File: config.mk
export PLATFORM = sky130hd
export DESIGN_NAME = button_event_gen
export DESIGN_NICKNAME = d
export VERILOG_FILES = /design/src/rtl/button_event_gen.sv
export SDC_FILE = /design/constraint.sdc
export NUM_CORES = 1
export LEC_CHECK = 0
export CAP_MARGIN = 20
export CORE_ASPECT_RATIO = 1.1
export CORE_MARGIN = 1.5
export CORE_UTILIZATION = 29
export CTS_CLUSTER_SIZE = 28
export DETAILED_ROUTE_END_ITERATION = 12
export PLACE_DENSITY_LB_ADDON = 0.08
export SLEW_MARGIN = 20
export SYNTH_ARGS = -nofsm -noshare
export SYNTH_HDL_FRONTEND = slang
export SYNTH_SLANG_ARGS = --single-unit
File: constraint.sdc
create_clock -name clk -period 2.7 [get_ports clk]
set_input_delay 0.54 -clock clk [delete_from_list [all_inputs] [get_ports clk]]
set_output_delay 0.54 -clock clk [all_outputs]
set_load 0.03 [all_outputs]
File: src/rtl/button_event_gen.sv
// button_event_gen: debounced levels -> press/release/long-press/repeat pulses.
// Auto-repeat is built only when BUTTON_REPEAT_EN is defined.
module button_event_gen #(
  parameter int width            = 1,
  parameter int tick_count_max   = 25000,
  parameter int long_press_ticks = 1000,
  parameter int repeat_ticks     = 200
) (
  input  logic             clk,
  input  logic             rst,
  input  logic [width-1:0] debounced_signal,
  output logic [width-1:0] press_pulse,
  output logic [width-1:0] release_pulse,
  output logic [width-1:0] long_press_pulse,
  output logic [width-1:0] repeat_pulse,
  output logic [width-1:0] held
);

  localparam int TW = $clog2(tick_count_max) + 1;
  localparam int HW = $clog2(long_press_ticks) + 1;
  localparam logic [TW-1:0] TICK_LAST = TW'(tick_count_max - 1);
  localparam logic [HW-1:0] HOLD_LAST = HW'(long_press_ticks - 1);

  typedef enum logic [1:0] {
    S_IDLE,
    S_PRESSED,
    S_HELD
  } state_t;

  if (tick_count_max < 1 || long_press_ticks < 1 || repeat_ticks < 1)
  begin : g_bad_param
    $error("button_event_gen: timing parameters must be >= 1");
  end

  logic [TW-1:0] r_presc;
  logic          w_tick;

  assign w_tick = (r_presc == TICK_LAST);

  always_ff @(posedge clk) begin
    if (rst)         r_presc <= '0;
    else if (w_tick) r_presc <= '0;
    else             r_presc <= r_presc + 1'b1;
  end

  for (genvar g = 0; g < width; g++) begin : g_ch
    state_t        r_state, w_state;
    logic          r_prev, w_in;
    logic [HW-1:0] r_hold, w_hold;
    logic          r_press, r_rel, r_long;
    logic          w_press, w_rel, w_long;
`ifdef BUTTON_REPEAT_EN
    localparam int RW = $clog2(repeat_ticks) + 1;
    localparam logic [RW-1:0] REP_LAST = RW'(repeat_ticks - 1);
    logic [RW-1:0] r_rcnt, w_rcnt;
    logic          r_rep, w_rep;
`endif

    assign w_in = debounced_signal[g];

    // Release is checked before the tick so it always wins.
    always_comb begin
      w_state = r_state;
      w_hold  = r_hold;
      w_press = 1'b0;
      w_rel   = 1'b0;
      w_long  = 1'b0;
`ifdef BUTTON_REPEAT_EN
      w_rcnt  = r_rcnt;
      w_rep   = 1'b0;
`endif
      unique case (r_state)
        S_IDLE: begin
          if (w_in && !r_prev) begin
            w_state = S_PRESSED;
            w_hold  = '0;
            w_press = 1'b1;
          end
        end
        S_PRESSED: begin
          if (!w_in) begin
            w_state = S_IDLE;
            w_rel   = 1'b1;
          end else if (w_tick) begin
            if (r_hold == HOLD_LAST) begin
              w_state = S_HELD;
              w_long  = 1'b1;
`ifdef BUTTON_REPEAT_EN
              w_rcnt  = '0;
`endif
            end else begin
              w_hold = r_hold + 1'b1;
            end
          end
        end
        S_HELD: begin
          if (!w_in) begin
            w_state = S_IDLE;
            w_rel   = 1'b1;
          end
`ifdef BUTTON_REPEAT_EN
          else if (w_tick) begin
            if (r_rcnt == REP_LAST) begin
              w_rep  = 1'b1;
              w_rcnt = '0;
            end else begin
              w_rcnt = r_rcnt + 1'b1;
            end
          end
`endif
        end
        default: w_state = S_IDLE;
      endcase
    end

    always_ff @(posedge clk) begin
      if (rst) begin
        r_state <= S_IDLE;
        r_prev  <= 1'b0;
        r_hold  <= '0;
        r_press <= 1'b0;
        r_rel   <= 1'b0;
        r_long  <= 1'b0;
`ifdef BUTTON_REPEAT_EN
        r_rcnt  <= '0;
        r_rep   <= 1'b0;
`endif
      end else begin
        r_state <= w_state;
        r_prev  <= w_in;
        r_hold  <= w_hold;
        r_press <= w_press;
        r_rel   <= w_rel;
        r_long  <= w_long;
`ifdef BUTTON_REPEAT_EN
        r_rcnt  <= w_rcnt;
        r_rep   <= w_rep;
`endif
      end
    end

    assign press_pulse[g]      = r_press;
    assign release_pulse[g]    = r_rel;
    assign long_press_pulse[g] = r_long;
    assign held[g]             = (r_state == S_HELD);
`ifdef BUTTON_REPEAT_EN
    assign repeat_pulse[g]     = r_rep;
`else
    assign repeat_pulse[g]     = 1'b0;
`endif
  end

endmodule

# == After elaboration in Yosys (flattened, before gate mapping) ==
# Index checks and enable logic that the tools add are counted.
# op_classes
reduce_logical,11
multipliers,0
add_sub_neg,2
shift,0
bitwise_logic,5
n_mux,14
n_eq_ne,11
n_div,0
n_lt_le_gt_ge,0
# ops
cell,count
11-bit two-way mux,4
11-bit one-hot mux with 2 select lines,1
"16-bit by 1-bit adder with 16-bit output, second input constant",1
"16-bit by 15-bit == test with 1-bit output, second input constant",1
"11-bit by 1-bit adder with 11-bit output, second input constant",1
"11-bit by 10-bit == test with 1-bit output, second input constant",1
2-bit two-way mux,5
"2-bit inequality test, second input constant",5
2-bit OR reduction,4
"3-bit inequality test, second input constant",2
2-bit one-hot mux with 3 select lines,1
1-bit inverter,5
5-bit AND reduction,1
4-bit AND reduction,1
4-bit OR reduction,1
1-bit two-way mux,3
"2-bit by 1-bit == test with 1-bit output, second input constant",1
"2-bit == test, second input constant",1
2-bit zero test,1
2-bit nonzero test,1
1-bit logical AND,1
1-bit zero test,1
# word_totals
reg_bits,33
mem_count,0
ram_bits,0
latch_bits,0
rom_bits,0
word_cells,50

# == Depth between registers and ports, before layout ==
# Gate-level depths: netlist of the first run.
# logic_depth
word_depth,5
ltp_mapped,7
mapped_depth_nobuf,7

# == Worst setup path after synthesis of the first run ==
# OpenSTA, ideal clock, no wires.
# synth_timing
path_kind,flip-flop to flip-flop
startpoint,register r_presc[10]
endpoint,register g_ch[0].r_state[1]
setup_slack_ps,455
setup_time_ps,72
t_required_ps,2628
arrival_time_ps,2174
path_stages_with_launch,7
path_buffers,1
cell_sequence,dfxtp_1 > buf_6 > or4_4 > or4_4 > o311a_1 > a211oi_2 > mux2i_1
# synth_via
elab_chain_len,3
# synth_rtl
item,line,text
start: declaration,35,logic [TW-1:0] r_presc;
start signal: assignment,43,else r_presc <= r_presc + 1'b1;
16-bit by 15-bit == test with 1-bit output,38,assign w_tick = (r_presc == TICK_LAST);
3-bit inequality test (no source line),n/a,
4-bit AND reduction (no source line),n/a,
end signal: assignment,129,r_state <= w_state;
end: declaration,47,"state_t r_state, w_state;"
# Every way passes these cells.
# A chain may end at the register's enable or synchronous reset.

# == Final worst setup path of the first run ==
# layout_timing
startpoint,register r_presc[10]
endpoint,register g_ch[0].r_state[0]
# Same word-level chain as after synthesis.

==> results.py, run 1 <==
metrics = {
    "run_status": {
        "status": "completed",
    },
    "clock_tree": {
        "clk_pin_slew_ps": 70,
        "cts_tree": "yes",
        "cts_sinks": 33,
        "post_cts_resize_count": 0,
        "cts_setup_buffers": 0,
        "cts_buffer_depth": 2,
        "clk_latency_ps": 280,
        "htreeDepth": 2,
        "cts_buffers": 5,
        "cts_root_buf": "clkbuf_8",
        "cts_hold_buffers": 0,
    },
    "route": {
        "vias": 1361,
        "avgViaCountPerCell": 4.861,
        "detail-route-antenna-nets": 0,
        "wl_um": 3510,
        "dr.pass1.iters": 4,
        "wire_per_inst_um": 12.54,
        "drc": 0,
        "initialDrtViolationCount": 40,
    },
    "power": {
        "total_power_uw": 1226,
        "pwr_density_cell_nw_per_um2": 635.2,
        "ir_drop_v": 0.0001917,
        "cellLeakagePower_uw": 0.0006565,
    },
    "yosys": {
        "synth_seq_cells": 33,
        "synthArstFlopShare_pct": 0,
        "ys_dominant_reg_cell": "dfxtp_1",
        "synth_top_area_share_pct": 38.97,
        "ys_seq_area_share_pct": 38.97,
        "ys_types": 44,
        "syn_nets": 206,
        "avgSynthCellArea_um2": 8.606,
        "synth_edf_count": 0,
        "yosys.area.top_type": "dfxtp_1",
        "ys_warn_count": 0,
        "netlist_area_um2": 1695,
        "synthTopCellsByArea": "dfxtp_1, nor2_1, ha_1",
        "syn_inst": 197,
    },
    "global_routing": {
        "antenna_found_initial": 0,
        "grt_remaining_overflow": 0,
        "grt_pass1_wl_um": 6003,
        "first_global_vias": 1339,
        "grt_use_total_pct": 11.95,
        "grt_max_degree": 17,
    },
    "critical_path": {
        "regToRegSetupSlack_ps": 400,
        "crit_top_cell": "or4_4",
        "path_cells": "or4_4, or4_4, o311a_1, a211oi_2, mux2i_1",
        "critical_path_required_ps": 2920,
        "cp-end-kind": "flip-flop",
        "crit_buf_inv": 0,
        "worstPathArrival_ps": 2510,
        "cpLargestDelayFamily": "simple AND/OR/NAND/NOR gates",
        "slowest_delay_ps": 560,
        "path_class": "reg2reg",
        "critPathSlowestCell": "or4_4",
        "startpoint_type": "flip-flop",
        "crit_fanout": 7,
    },
    "timing": {
        "slew_viol_final": 0,
        "period_share_pct": 85.05,
        "grt_setup_unrepaired": "no",
        "relSlewSlack_pct": 58.73,
        "fin_tns_setup_ps": 0,
        "tightest_slew_ps": 613.5,
        "hold_violations": 0,
        "setup_violations": 0,
        "finalClockSkew_ps": 10.91,
        "layout_min_cycle_time_ps": 2296,
        "fmax_mhz": 435.5,
    },
    "floorplanning": {
        "start_util_pct": 29.76,
        "rows": 29,
        "die-area_um2": 6314,
        "dieWidth_um": 75.90,
        "io_pins": 8,
        "core_um2": 5697,
        "die_y_um": 83.19,
    },
    "worst_hold_path": {
        "min_path_type": "reg2reg",
    },
    "finish": {
        "layout_common_cells": "nor2_1, dfxtp_1, nand2_1",
        "drive_above_1_share_pct": 8.374,
        "diodes": 0,
        "area_delta_synth_final_pct": 13.87,
        "final_net_count": 211,
        "fillers": 612,
    },
    "run": {
        "maxCapViolCount": 0,
    },
    "place": {
        "place_congestion": 0.7849,
        "io_buffers": 6,
        "dp_hpwl_um": 2671,
    },
}
## metrics by stage
step	util, %	instance area (um^2)	cells	setup WS [ps]	hold slack (ps)
final	33.89	1931	280	403.6	465.7
after global routing	33.89	1931	280	288.4	504.7
after CTS	33.89	1931	280	382.5	471.9
after detailed placement	31.78	1810	272	356.7	453.5
after global placement	31.78	1810	272	396.6	445.0
after floorplan	-	1695	197	454.6	429.7
## cell type report
class	instances	area (um^2)	share of cell area, %
clock buffers	6	82.58	4.277
clock inverters	2	37.54	1.944
inverters	7	26.28	1.361
multi-input cells	147	952.2	49.32
flip-flops and latches	33	660.6	34.22
well taps	77	96.34	4.990
repair buffers	8	75.07	3.889
## report_power, final
group / internal, uW / leakage (uW) / switching (uW)
Clock: 300 / 0.0000574 / 185
Combinational: 91.0 / 0.000332 / 132
Sequential: 505 / 0.000267 / 12.4
Total: 896 / 0.000656 / 330
## cell usage after synthesis (2+ instances only)
cell and instances:
dfxtp_1 33, nor2_1 33, nand2_1 13, nand3_1 9, nand4_1 8, o21ai_0 8
inv_1 7, xnor2_1 7, xor2_1 7, ha_1 6, a21oi_1 5, and3_1 5
a31oi_1 4, nand2b_1 4, nor4_1 4, buf_2 3, clkbuf_1 3, mux2i_1 3
nor3b_1 3, and2_1 2, buf_4 2, nor2b_1 2, nor4b_1 2, o31ai_1 2
or4_1 2, or4_4 2
## layer usage
layer	part of all wire (%)	routed length [um]	global-route usage (%)
met1	44	1549	13.17
met2	52	1839	21.21
met3	2.8	97	3.736
met4	0.68	24	4.882
met5	0	0	0
## worst register-to-register path, delay by kind of cell, from the launching register on
family	cells	cell delay, ps
AOI/OAI and AO/OA	2	550
DFF	1	380
muxes	1	210
and+or+nand+nor	2	1100
## path summary, 6_finish.rpt
| kind | start | to | cells after the start |
|---|---|---|---|
| setup reg to reg | r_presc[10] | g_ch[0].r_state[0] | 5 |
| hold / removal | r_presc[0] | r_presc[0] | 1 |
| hold reg to reg | r_presc[0] | r_presc[0] | 1 |
| setup / recovery | r_presc[10] | g_ch[0].r_state[0] | 5 |
## logic make-up (layout without fill, tap and decap cells)
kind of cell,count (synthesis),in the layout,share of synthesized area (%)
AO/OA/AOI/OAI,27,27,10.85
XOR/XNOR,14,14,7.233
adder cells (fa/ha/maj),6,6,4.428
buffers and inverters,17,23,4.870
flip-flops,33,33,38.97
multiplexers,3,3,1.771
other,1,1,0.2212
AND/OR/NAND/NOR,96,96,31.66
## sequential cells by signal, indices dropped and copies added (netlist names)
| register | cells |
|---|---|
| long_press_pulse | 1 |
| release_pulse | 1 |
| g_ch.r_state | 2 |
| g_ch.r_prev | 1 |
| g_ch.r_hold | 11 |
| r_presc | 16 |
| press_pulse | 1 |
No activity file was read; power rests on OpenSTA's default activity.
==> inputs of run 2 (changes only) <==
--- a/config.mk
+++ b/config.mk
@@ -11,7 +11,7 @@
 export CORE_UTILIZATION = 29
 export CTS_CLUSTER_SIZE = 28
 export DETAILED_ROUTE_END_ITERATION = 12
-export PLACE_DENSITY_LB_ADDON = 0.08
+export REMOVE_ABC_BUFFERS = 1
 export SLEW_MARGIN = 20
 export SYNTH_ARGS = -nofsm -noshare
 export SYNTH_HDL_FRONTEND = slang
==> results.py, run 2 (synthesized netlist as in run 1, its figures left out) <==
metrics = {
    "route": {
        "detail-route-antenna-nets": 0,
        "initialDrtViolationCount": 71,
        "wl_um": 3193,
        "vias": 1338,
        "dr.pass1.iters": 4,
        "avgViaCountPerCell": 4.762,
        "wire_per_inst_um": 11.36,
        "drc": 0,
    },
    "clock_tree": {
        "cts_tree": "yes",
        "cts_buffers": 5,
        "cts_sinks": 33,
        "cts_buffer_depth": 2,
        "cts_hold_buffers": 0,
        "clk_latency_ps": 280,
        "htreeDepth": 2,
        "cts_root_buf": "clkbuf_8",
        "cts_setup_buffers": 0,
        "post_cts_resize_count": 0,
        "clk_pin_slew_ps": 70,
    },
    "power": {
        "pwr_density_cell_nw_per_um2": 578.7,
        "ir_drop_v": 0.0002625,
        "cellLeakagePower_uw": 0.0006488,
    },
    "finish": {
        "diodes": 0,
        "drive_above_1_share_pct": 8.333,
        "multi_input_area_um2": 952.2,
        "final_net_count": 212,
        "fin_util_pct": 33.36,
        "layout_common_cells": "nor2_1, dfxtp_1, nand2_1",
        "largest_register_ffs": 16,
        "seq_area_um2": 660.6,
        "fillers": 603,
        "top_register": "r_presc",
        "area_delta_synth_final_pct": 12.10,
        "reg.largest.list": "r_presc x16, g_ch.r_hold x11, g_ch.r_state x2",
    },
    "worst_hold_path": {
        "min_path_type": "reg2reg",
    },
    "timing": {
        "fin_tns_setup_ps": 0,
        "hold_violations": 0,
        "fmax_mhz": 436.9,
        "layout_min_cycle_time_ps": 2289,
        "finalClockSkew_ps": 7.025,
        "slew_viol_final": 0,
        "setup_violations": 0,
        "finalHoldWorstSlack_ps": 472.9,
        "period_share_pct": 84.76,
        "grt_setup_unrepaired": "no",
        "tightest_slew_ps": 584.5,
        "relSlewSlack_pct": 60.68,
    },
    "global_routing": {
        "grt_remaining_overflow": 0,
        "first_global_vias": 1266,
        "antenna_found_initial": 0,
        "grt_use_total_pct": 11.02,
        "grt_pass1_wl_um": 5664,
        "grt_max_degree": 17,
    },
    "critical_path": {
        "crit_fanout": 7,
        "critical_path_required_ps": 2910,
        "r2r_start": "r_presc[10]",
        "worstPathArrival_ps": 2500,
        "startpoint_type": "flip-flop",
        "path_class": "reg2reg",
        "endpoint": "g_ch[0].r_state[1]",
        "regToRegSetupSlack_ps": 410,
        "r2r-end": "g_ch[0].r_state[1]",
        "rr_worst_depth": 5,
        "cp-end-kind": "flip-flop",
        "cp-startpoint": "r_presc[10]",
    },
    "floorplanning": {
        "die_y_um": 83.19,
        "die-area_um2": 6314,
        "rows": 29,
        "io_pins": 8,
        "start_util_pct": 29.76,
        "dieWidth_um": 75.90,
        "core_um2": 5697,
    },
    "place": {
        "io_buffers": 6,
        "place_congestion": 0.7806,
        "dp_hpwl_um": 2292,
    },
    "run_status": {
        "status": "completed",
    },
    "run": {
        "maxCapViolCount": 0,
    },
}
## run 2: metrics by stage
stage	worst slack, ps	area (um^2)	instances	power [uW]
after floorplan	504.1	1639	187	690.4
after global placement	406.1	1818	273	754.1
after detailed placement	347.7	1818	273	754.4
after CTS	409.0	1901	281	1110
after global routing	269.0	1901	281	1164
final	411.4	1901	281	1100
## run 2: worst min path at each step
stage / startpoint / endpoint / cells after the start
6_report: r_presc[0] / r_presc[0] / 1
2_1_floorplan: r_presc[0] / r_presc[0] / 1
3_3_place_gp: r_presc[0] / r_presc[0] / 1
5_1_grt: r_presc[0] / r_presc[0] / 1
4_1_cts: g_ch[0].r_hold[10] / g_ch[0].r_hold[10] / 1
3_5_place_dp: g_ch[0].r_hold[10] / g_ch[0].r_hold[10] / 1
## run 2: layout make-up
cell class	count	share of cell area, %
Clock inverter	2	0.5267
Clock buffer	6	3.818
Inverter	7	1.382
Timing Repair Buffer	9	4.345
Tap cell	77	5.069
Sequential cell	33	34.76
Multi-Input combinational cell	147	50.10
## run 2: per-layer routing
| metal | part of all wire [%] | track usage [%] |
|---|---|---|
| met4 | 1.5 | 4.545 |
| met5 | 0 | 0 |
| met1 | 51 | 14.05 |
| met2 | 45 | 17.36 |
| met3 | 3.0 | 3.297 |
## run 2: report_power, final
group / switching (uW) / internal, uW / total [uW]
sequential: 13.0 / 506 / 519
combinational: 133 / 92.8 / 226
clock: 177 / 178 / 356
## run 2: worst max-delay path, stage by stage (launching register included)
cell      delay [ps]
dfxtp_1          370
or4_4            540
or4_4            550
o311a_1          320
a211oi_2         230
mux2i_1          210
